==> config.mk <==
export PLATFORM = sky130hd
export DESIGN_NAME = asl_seq_shifter
export DESIGN_NICKNAME = d
export VERILOG_FILES = /design/src/rtl/asl_seq_shifter.sv
export SDC_FILE = /design/constraint.sdc
export NUM_CORES = 1
export LEC_CHECK = 0
export CORE_ASPECT_RATIO = 0.7
export CORE_MARGIN = 2
export CORE_UTILIZATION = 30
export CTS_CLUSTER_SIZE = 16
export DETAILED_ROUTE_END_ITERATION = 16
export PLACE_DENSITY_LB_ADDON = 0.08
export SLEW_MARGIN = 20
export SYNTH_ARGS = -nofsm -noshare
export SYNTH_HDL_FRONTEND = slang
export SYNTH_SLANG_ARGS = --single-unit
==> constraint.sdc <==
create_clock -name clk -period 2.6 [get_ports clk]
set_input_delay 0.52 -clock clk [delete_from_list [all_inputs] [get_ports clk]]
set_output_delay 0.52 -clock clk [all_outputs]
set_load 0.02 [all_outputs]
==> src/rtl/asl_seq_shifter.sv <==
// Sequential arithmetic left shifter: one bit per clock, start/busy/done handshake, sticky overflow.
// Optional feature: define ASL_SAT_EN to saturate the result to signed min/max when overflow occurred.
module asl_seq_shifter #(
  parameter int N   = 8,
  parameter int SHW = $clog2(N + 1)
) (
  input  logic           clk,
  input  logic           rst,
  input  logic           start,
  input  logic [N-1:0]   din,
  input  logic [SHW-1:0] shamt,
  output logic [N-1:0]   dout,
  output logic           busy,
  output logic           done,
  output logic           ovf
);

  typedef enum logic [1:0] {
    IDLE,
    SHIFT,
    DONE
  } state_t;

  localparam logic [SHW-1:0] NMAX = SHW'(N);

  state_t         r_state;
  state_t         w_nextState;
  logic [N-1:0]   r_dout;
  logic [SHW-1:0] r_cnt;
  logic           r_ovf;
  logic           w_accept;
  logic [SHW-1:0] w_shamtEff;
`ifdef ASL_SAT_EN
  logic           r_sign;
`endif

  always_comb begin
    w_accept   = start && (r_state != SHIFT);
    w_shamtEff = (shamt > NMAX) ? NMAX : shamt;
  end

  always_comb begin
    w_nextState = r_state;
    case (r_state)
      IDLE:    if (w_accept) w_nextState = SHIFT;
      SHIFT:   if (r_cnt == '0) w_nextState = DONE;
      DONE:    w_nextState = w_accept ? SHIFT : IDLE;
      default: w_nextState = IDLE;
    endcase
  end

  always_ff @(posedge clk or posedge rst) begin
    if (rst) r_state <= IDLE;
    else     r_state <= w_nextState;
  end

  // A sign change on any single step is exactly the condition for the true product to overflow N bits.
  always_ff @(posedge clk or posedge rst) begin
    if (rst) begin
      r_dout <= '0;
      r_cnt  <= '0;
      r_ovf  <= 1'b0;
`ifdef ASL_SAT_EN
      r_sign <= 1'b0;
`endif
    end else if (w_accept) begin
      r_dout <= din;
      r_cnt  <= w_shamtEff;
      r_ovf  <= 1'b0;
`ifdef ASL_SAT_EN
      r_sign <= din[N-1];
`endif
    end else if (r_state == SHIFT) begin
      if (r_cnt != '0) begin
        r_ovf  <= r_ovf | (r_dout[N-1] ^ r_dout[N-2]);
        r_dout <= {r_dout[N-2:0], 1'b0};
        r_cnt  <= r_cnt - SHW'(1);
      end
`ifdef ASL_SAT_EN
      else if (r_ovf) begin
        r_dout <= r_sign ? {1'b1, {(N-1){1'b0}}} : {1'b0, {(N-1){1'b1}}};
      end
`endif
    end
  end

  always_comb begin
    dout = r_dout;
    ovf  = r_ovf;
    busy = (r_state == SHIFT);
    done = (r_state == DONE);
  end

endmodule
# [Word level (Yosys, flattened, before mapping)]
# Cells that the tools add are included.
[totals] reg_bits=15 inputBits=15 out_inout_bits=11 wordCells=35
[classes] n_addsub=1 n_eq_ne=5 n_mux=14 n_bitwise=2 n_reduce_logical=8 order_cmp=1
[op_table] operator="8-bit two-way mux" n=3
[op_table] operator="4-bit two-way mux" n=4
[op_table] operator="2-bit case mux with 3 select lines" n=1
[op_table] operator="4-bit greater-than comparator, second input constant" n=1
[op_table] operator="4-bit logical NOT" n=1
[op_table] operator="1-bit two-way mux" n=4
[op_table] operator="2-bit two-way mux" n=2
[op_table] operator="2-bit by 1-bit != test with 1-bit output, second input constant" n=2
[op_table] operator="2-bit AND reduction" n=2
[op_table] operator="2-bit nonzero test" n=2
[op_table] operator="4-bit nonzero test" n=1
[op_table] operator="4-bit by 1-bit subtractor with 4-bit output, second input constant" n=1
[op_table] operator="2-bit by 1-bit equality test with 1-bit output, second input constant" n=1
[op_table] operator="2-bit equality test, second input constant" n=1
[op_table] operator="2-bit logical NOT" n=1
[op_table] operator="2-bit != test, second input constant" n=1
[op_table] operator="1-bit logical AND" n=1
[op_table] operator="1-bit bitwise OR" n=1
[op_table] operator="1-bit XOR" n=1

# [Longest topological paths before layout]
# Gate-level depths: netlist (run 1).
[logic_depth] word_depth=5 mapped_depth=6 mapped_depth_nobuf=5

# [Worst setup path before layout (run 1)]
# OpenSTA, ideal clock, no wires.
[synth_timing] path_type="register to register" from="register r_cnt[0]" to="register r_dout[1], in the netlist dout[1]" stages_incl_launch_ff=7 synth_period_minus_slack_ns=1.669 t_required_ns=2.474 path_buffers=1 arrival_time_ns=1.544 setup_time_ns=0.126 path_slack_ns=0.931 path_cell_list="dfrtp_1 -> inv_1 -> ha_1 -> or3b_4 -> buf_6 -> and3_1 -> a221o_1"
[synth_between] elab_chain_cells=3
[synth_rtl] item="from (decl)" line="29" rtl="logic [SHW-1:0] r_cnt;"
[synth_rtl] item="from (signal assigned)" line="68" rtl="r_cnt <= w_shamtEff;"
[synth_rtl] item="from (signal assigned)" line="77" rtl="r_cnt <= r_cnt - SHW'(1);"
[synth_rtl] item="4-bit nonzero test" line="74" rtl="if (r_cnt != '0) begin"
[synth_rtl] item="2-bit nonzero test (no line)"
[synth_rtl] item="2-bit AND reduction (no line)"
[synth_rtl] item="to (signal assigned)" line="67" rtl="r_dout <= din;"
[synth_rtl] item="to (signal assigned)" line="76" rtl="r_dout <= {r_dout[N-2:0], 1'b0};"
[synth_rtl] item="to (decl)" line="28" rtl="logic [N-1:0] r_dout;"
# Every way passes these cells.
# A chain may end at the register's enable or synchronous reset.

# [Final worst setup path (run 1)]
[layout_timing] from="register r_state[1]" to="output busy"
[layout_between] elab_chain_cells=1
[layout_rtl] item="from (decl)" line="26" rtl="state_t r_state;"
[layout_rtl] item="from (signal assigned)" line="54" rtl="else r_state <= w_nextState;"
[layout_rtl] item="2-bit by 1-bit equality test with 1-bit output" line="90" rtl="busy = (r_state == SHIFT);"
[layout_rtl] item="to (decl)" line="13" rtl="output logic busy,"
# Every way passes these cells.

==> out/results.md, run 1 <==
| Item | This run | Unit |
|---|---|---|
| Shortest period the worst path allows | 2.18 | ns |
| Overall via count from detail_route | 725 | - |
| Post-placement worst setup slack | 0.694 | ns |
| Die width | 66.3 | um |
| Die footprint | 3160 | um2 |
| DR DRC count | 0 | - |
| Initial Util | 32.4 | % |
| Register Area | 375 | um2 |
| Count of buffers from port buffering | 25 | - |
| Multi-input gate area | 395 | um2 |
| Placeable core region | 2510 | um2 |
| Transition time at the pin with the least slew margin | 0.600 | ns |
| Max Buffers Root-to-Sink | 2 | - |
| Area share of the leading cell type in the synthesized netlist | 46.0 | % |
| Number of nets in the finished design | 122 | - |
| Total inserted antenna cells | 0 | - |
| Pleak | 0.488 | nW |
| Maximum level of the CTS H-tree | 1 | - |
| Yosys cell types | 29 | - |
| Beginning of the worst hold path | r_state[0] | - |
| Global-route wire length before repair | 3.66 | mm |
| Power Dens Cells | 1320 | nW/um2 |
| Synthesized cell area | 816 | um2 |
| Hold violation total from the final report | 0 | - |
| Share of post-route cells with drive strength above 1 | 10.5 | % |
| Status | completed | - |
| DRC violation total after the first TritonRoute iteration | 35 | - |
| Maximum frequency from static timing analysis | 460 | MHz |
| Final non-filler cell total | 139 | - |
| Chain of cells forming the critical path | nand2b_2, clkinv_1, clkdlybuf4s50_1 | - |
| Mean post-synth cell area | 10.5 | um2 |
| Warning count from the yosys run | 0 | - |
| Hold buffer count at cts | 0 | - |
| Leading post-synthesis cells by instance count | dfrtp_1 (15), a221o_1 (8), and3_1 (7) | - |
| Syn Inst Count | 78 | - |
| Post-route antenna net violation count | 0 | - |
| Via-per-instance ratio | 5.22 | - |
| Final-report max-slew violation count | 0 | - |
| Post-synthesis net count | 94 | - |
| Startpoint of the most critical register-to-register path | r_cnt[0] | - |
| Max-cap violations | 0 | - |
| Initial DRT Pass Iterations | 4 | - |
| Vertical die dimension | 47.6 | um |
| Worst slew margin relative to its limit | 60.0 | % |
| Maximum number of pins on one net before global-route repair | 17 | - |
| Top fanout value on the critical path | 16 | - |
| Count leader, synth | dfrtp_1 | - |
| Hpwl dp | 1.45 | mm |
| Peak ir drop on the vdd network | 442 | uV |
| Biggest area consumer among synthesized cells | dfrtp_1 | - |
| Number of enable flip-flop cells after synthesis | 0 | - |
| Setup TNS Final | 0 | ns |
| Total of fill cells in the finished design | 259 | - |
| Number of storage elements in the synthesis netlist | 15 | - |
| Via count of the first global-routing pass | 706 | - |
| Type of the most critical hold path | reg -> reg | - |
| Clock tree from TritonCTS | built | - |
| Type of origin of the critical path | flop | - |
| Dominant register cell in the synthesized netlist | dfrtp_1 | - |
| Placed Cells incl. Taps | 135 | - |
| Ys async rst share | 100 | % |
| Highest-delay cell along the critical path | clkdlybuf4s50_1 | - |
| Gates resized, CTS repair | 0 | - |
| CTS buffer count | 3 | - |
| Ratio of final minimum period to clock period | 83.7 | % |
| Setup repair after global routing missed its margin | false | - |
| Worst path max stage delay | 0.60 | ns |
| Antenna violations before repair | 0 | - |
| Category of the most critical setup path | reg -> out | - |
| Sum of routed wire length over all layers | 2.16 | mm |
| Setup crit start | r_state[1] | - |
| Number of clock sinks | 15 | - |
| Biggest area contributors in the synthesized netlist | dfrtp_1 (46%), a221o_1 (9.8%), a21boi_0 (5.5%) | - |
| I/O pin cnt | 26 | - |
| Clock Latency Late Sink | 0.25 | ns |
| Final worst-path setup slack | 0.425 | ns |
| Clock skew after layout | 0.00200 | ns |
| Type of element capturing the critical path | primary output | - |
| Congestion Overflow GR | 0 | - |
| Global-route usage over all layers | 16.4 | % |
| Routed length per instance | 15.5 | um |
| Row cnt | 15 | - |
| Post-CTS Setup Inserts | 0 | - |
| Area growth from synthesis to layout | 40.6 | % |
| Endpoint arrival time on the critical path | 1.66 | ns |
| WP data required | 2.08 | ns |
| Final estimated routing congestion in global placement | 0.747 | - |
| Number of failing setup endpoints in the final timing report | 0 | - |
| CTS clk-pin slew, worst paths | 0.07 | ns |
| Clock tree root buffer cell | clkbuf_8 | - |
| Sequential cell area fraction in the yosys report | 46.0 | % |
==> registers in the layout, indices dropped and copies added (netlist names) <==
name	cells
dout	8
ovf	1
r_cnt	4
r_state	2
==> power breakdown <==
group	total [mW]	internal, mW	switching [mW]	leakage (nW)
registers	0.452	0.350	0.102	0.186
logic	0.865	0.415	0.450	0.276
clock network	0.194	0.106	0.0883	0.0255
total	1.51	0.871	0.640	0.488
==> per-layer routing <==
metal  wire length, um  GRT usage [%]  vias to the layer above
met4                12           3.67                        0
met2               831           23.4                       19
li1                  -              -                      355
met3               103           4.94                        2
met5                 0              0                        -
met1              1210           24.5                      349
==> placed cells by master (no fill, tap or decap), types with 2 or more instances in the layout <==
cell type        netlist  final
nand3_1                3      3
and3_1                 7      7
clkdlybuf4s50_1        0     25
nand4b_1               3      3
clkbuf_8               0      3
dfrtp_1               15     15
inv_1                  5      5
a221o_1                8      8
nor4_1                 2      2
buf_4                  0      2
nor2b_1                2      2
o211ai_1               2      2
o21ai_0                5      5
a21boi_0               6      6
==> path summary, 6_finish.rpt <==
path / to / slack [ns] / cells after the start
worst max-delay path: busy / 0.42 / 3
worst min-delay path: r_state[0] / 0.50 / 1
worst max register to register: dout[2] / 0.82 / 5
worst min register to register: r_state[0] / 0.50 / 1
max in group asynchronous: dout[4] / 1.57 / 2
min in group asynchronous: r_cnt[0] / 0.64 / 2
==> final cells by class <==
| class | instances | area share (%) |
|---|---|---|
| timing repair buffer | 27 | 23.1 |
| inverter | 6 | 1.96 |
| clock buffer | 3 | 3.60 |
| clock inverter | 1 | 0.436 |
| multi-input combinational | 53 | 34.5 |
| sequential | 15 | 32.7 |
| tap | 34 | 3.71 |
==> logic make-up (layout without fill, tap and decap cells) <==
group / Yosys count / after routing / share of synthesized area (%)
AOI/OAI and AO/OA: 25 / 25 / 24.1
and+or+nand+nor: 25 / 25 / 20.6
DFF: 15 / 15 / 46.0
buffers and inverters: 10 / 37 / 5.52
adders and majority gates: 1 / 1 / 1.53
xor gates and xnor gates: 1 / 1 / 1.07
muxes: 1 / 1 / 1.23
==> metrics by stage <==
step	instance area, um2	utilization, %	total power [mW]	hold WS, ns
6_report	1150	45.6	1.51	0.496
5_1_grt	1150	45.6	1.65	0.571
4_1_cts	1150	45.6	1.52	0.505
3_5_place_dp	1100	43.8	1.32	0.493
3_3_place_gp	1100	43.8	1.32	0.487
2_1_floorplan	816	-	1.01	0.421
==> critical path, delay by kind of cell, from the launching register on <==
family,cells,cell delay (ns)
simple gates,1,0.32
flops,1,0.37
buf+inv,2,0.71
No activity file was read; power rests on OpenSTA's default activity.
==> run 2, diff against run 1 <==
==> constraint.sdc (replaced) <==
create_clock -name clk -period 2.1 [get_ports clk]
set_input_delay 0.42 -clock clk [delete_from_list [all_inputs] [get_ports clk]]
set_output_delay 0.42 -clock clk [all_outputs]
set_load 0.02 [all_outputs]
==> run 2 against run 1 <==
Effect of this change:
- combinational power increased by 27%
- final area is 0.65% higher
- register-to-register slack got worse by 0.46 ns
- flip-flop and latch count stayed put
- critical path depth is the same
- clock skew is 0.00078 ns lower
- power up 25%
- first-iteration DRC count rose by 46%
- global-route usage fell by 1.4 points
==> out/results.md, run 2 (synthesized netlist as in run 1, its figures left out) <==
| Item | This run | Unit |
|---|---|---|
| Largest register FFs | 8 | - |
| Transition time at the pin with the least slew margin | 0.587 | ns |
| CTS buffer count | 3 | - |
| Count of buffers from port buffering | 25 | - |
| Antenna violations before repair | 0 | - |
| Number of failing setup endpoints in the final timing report | 0 | - |
| Die footprint | 3160 | um2 |
| Shortest period the worst path allows | 1.90 | ns |
| Highest-delay cell along the critical path | clkdlybuf4s50_1 | - |
| Final worst-path setup slack | 0.203 | ns |
| Final non-filler cell total | 140 | - |
| WP data required | 1.68 | ns |
| Ratio of final minimum period to clock period | 90.3 | % |
| Peak ir drop on the vdd network | 696 | uV |
| Worst path max stage delay | 0.59 | ns |
| Placeable core region | 2510 | um2 |
| Placed Cells incl. Taps | 136 | - |
| Die width | 66.3 | um |
| Final-report max-slew violation count | 0 | - |
| Type of the most critical hold path | reg -> reg | - |
| I/O pin cnt | 26 | - |
| Pleak | 0.492 | nW |
| Total of fill cells in the finished design | 246 | - |
| Post-placement worst setup slack | 0.358 | ns |
| Total inserted antenna cells | 0 | - |
| Endpoint arrival time on the critical path | 1.48 | ns |
| Global-route usage over all layers | 15.0 | % |
| Via-per-instance ratio | 5.32 | - |
| Via count of the first global-routing pass | 701 | - |
| CTS clk-pin slew, worst paths | 0.06 | ns |
| Post-CTS Setup Inserts | 0 | - |
| Overall via count from detail_route | 745 | - |
| Type of element capturing the critical path | primary output | - |
| DR DRC count | 0 | - |
| Hold buffer count at cts | 0 | - |
| Most common library cell in the layout ignoring fill and taps | clkdlybuf4s50_1 | - |
| Clock tree root buffer cell | clkbuf_8 | - |
| Top fanout value on the critical path | 2 | - |
| Area of placed instances | 1110 | um2 |
| Max-cap violations | 0 | - |
| Routed length per instance | 15.2 | um |
| Row cnt | 15 | - |
| Initial Util | 32.4 | % |
| Maximum frequency from static timing analysis | 527 | MHz |
| Power Dens Cells | 1640 | nW/um2 |
| Hold violation total from the final report | 0 | - |
| Post-route total power | 1.90 | mW |
| DRC violation total after the first TritonRoute iteration | 51 | - |
| Vertical die dimension | 47.6 | um |
| Clock Latency Late Sink | 0.25 | ns |
| Clock skew after layout | 0.00122 | ns |
| Gates resized, CTS repair | 0 | - |
| Final estimated routing congestion in global placement | 0.781 | - |
| Congestion Overflow GR | 0 | - |
| Sum of routed wire length over all layers | 2.13 | mm |
| Setup repair after global routing missed its margin | false | - |
| Max Buffers Root-to-Sink | 2 | - |
| Hpwl dp | 1.49 | mm |
| Global-route wire length before repair | 3.39 | mm |
| Type of origin of the critical path | flop | - |
| Number of clock sinks | 15 | - |
| Initial DRT Pass Iterations | 4 | - |
| Status | completed | - |
| Top cell family by delay on the critical path | buffers and inverters | - |
| Maximum number of pins on one net before global-route repair | 16 | - |
| Category of the most critical setup path | reg -> out | - |
| Number of nets in the finished design | 123 | - |
| Crit path buffers/inverters | 2 | - |
| Maximum level of the CTS H-tree | 1 | - |
| Post-route antenna net violation count | 0 | - |
| Leading cell types in the layout, fill and taps excluded | clkdlybuf4s50_1 (25), dfrtp_1 (15), a221o_1 (8), and3_1 (7), a21boi_0 (6) | - |
| Setup TNS Final | 0 | ns |
| Area growth from synthesis to layout | 41.6 | % |
| Worst slew margin relative to its limit | 60.8 | % |
| Chain of cells forming the critical path | nand2b_2, clkinv_1, clkdlybuf4s50_1 | - |
| Clock tree from TritonCTS | built | - |
| Final cell area excluding filler cells | 1150 | um2 |
| Share of post-route cells with drive strength above 1 | 11.3 | % |
[run 2: cell type report]
cell class	instances	area, um2	area share (%)
clock buffer	3	41.3	3.58
clock inverter	1	5.00	0.433
inverter	6	22.5	1.95
multi-input combinational	53	395	34.2
sequential	15	375	32.5
tap	34	42.5	3.68
timing repair buffer	28	273	23.6
[run 2: per-layer routing]
metal,GRT usage (%),vias to the layer above,wire length [um],part of all wire [%]
met4,3.67,0,10,0.47
met1,21.3,360,1000,47
met5,0,-,0,0
li1,-,355,-,-
met3,4.94,2,194,9.1
met2,22.4,28,922,43
[run 2: worst paths after layout]
kind,startpoint,endpoint,slack (ns),cells past startpoint
setup / recovery,r_state[1],busy,0.20,3
hold / removal,r_state[0],r_state[0],0.51,1
setup reg to reg,r_cnt[0],dout[5],0.36,5
hold reg to reg,r_state[0],r_state[0],0.51,1
max in group asynchronous,rst,dout[4],1.17,2
min in group asynchronous,rst,r_state[0],0.54,2
[run 2: power by group]
group | internal [mW] | leakage (nW) | switching [mW] | total, mW
clock network | 0.131 | 0.0255 | 0.105 | 0.237
logic | 0.532 | 0.281 | 0.566 | 1.10
registers | 0.434 | 0.186 | 0.128 | 0.562
[run 2: worst reg2reg max path, cell delays in order (launching register included)]
cell	delay, ns
dfrtp_1	0.41
inv_1	0.06
ha_1	0.22
or3b_4	0.31
nand2_1	0.22
a221o_1	0.39
[run 2: through the flow]
step | util, % | hold slack, ns
2_1_floorplan | - | 0.321
3_3_place_gp | 44.1 | 0.508
3_5_place_dp | 44.1 | 0.514
4_1_cts | 45.9 | 0.521
5_1_grt | 45.9 | 0.542
6_report | 45.9 | 0.513
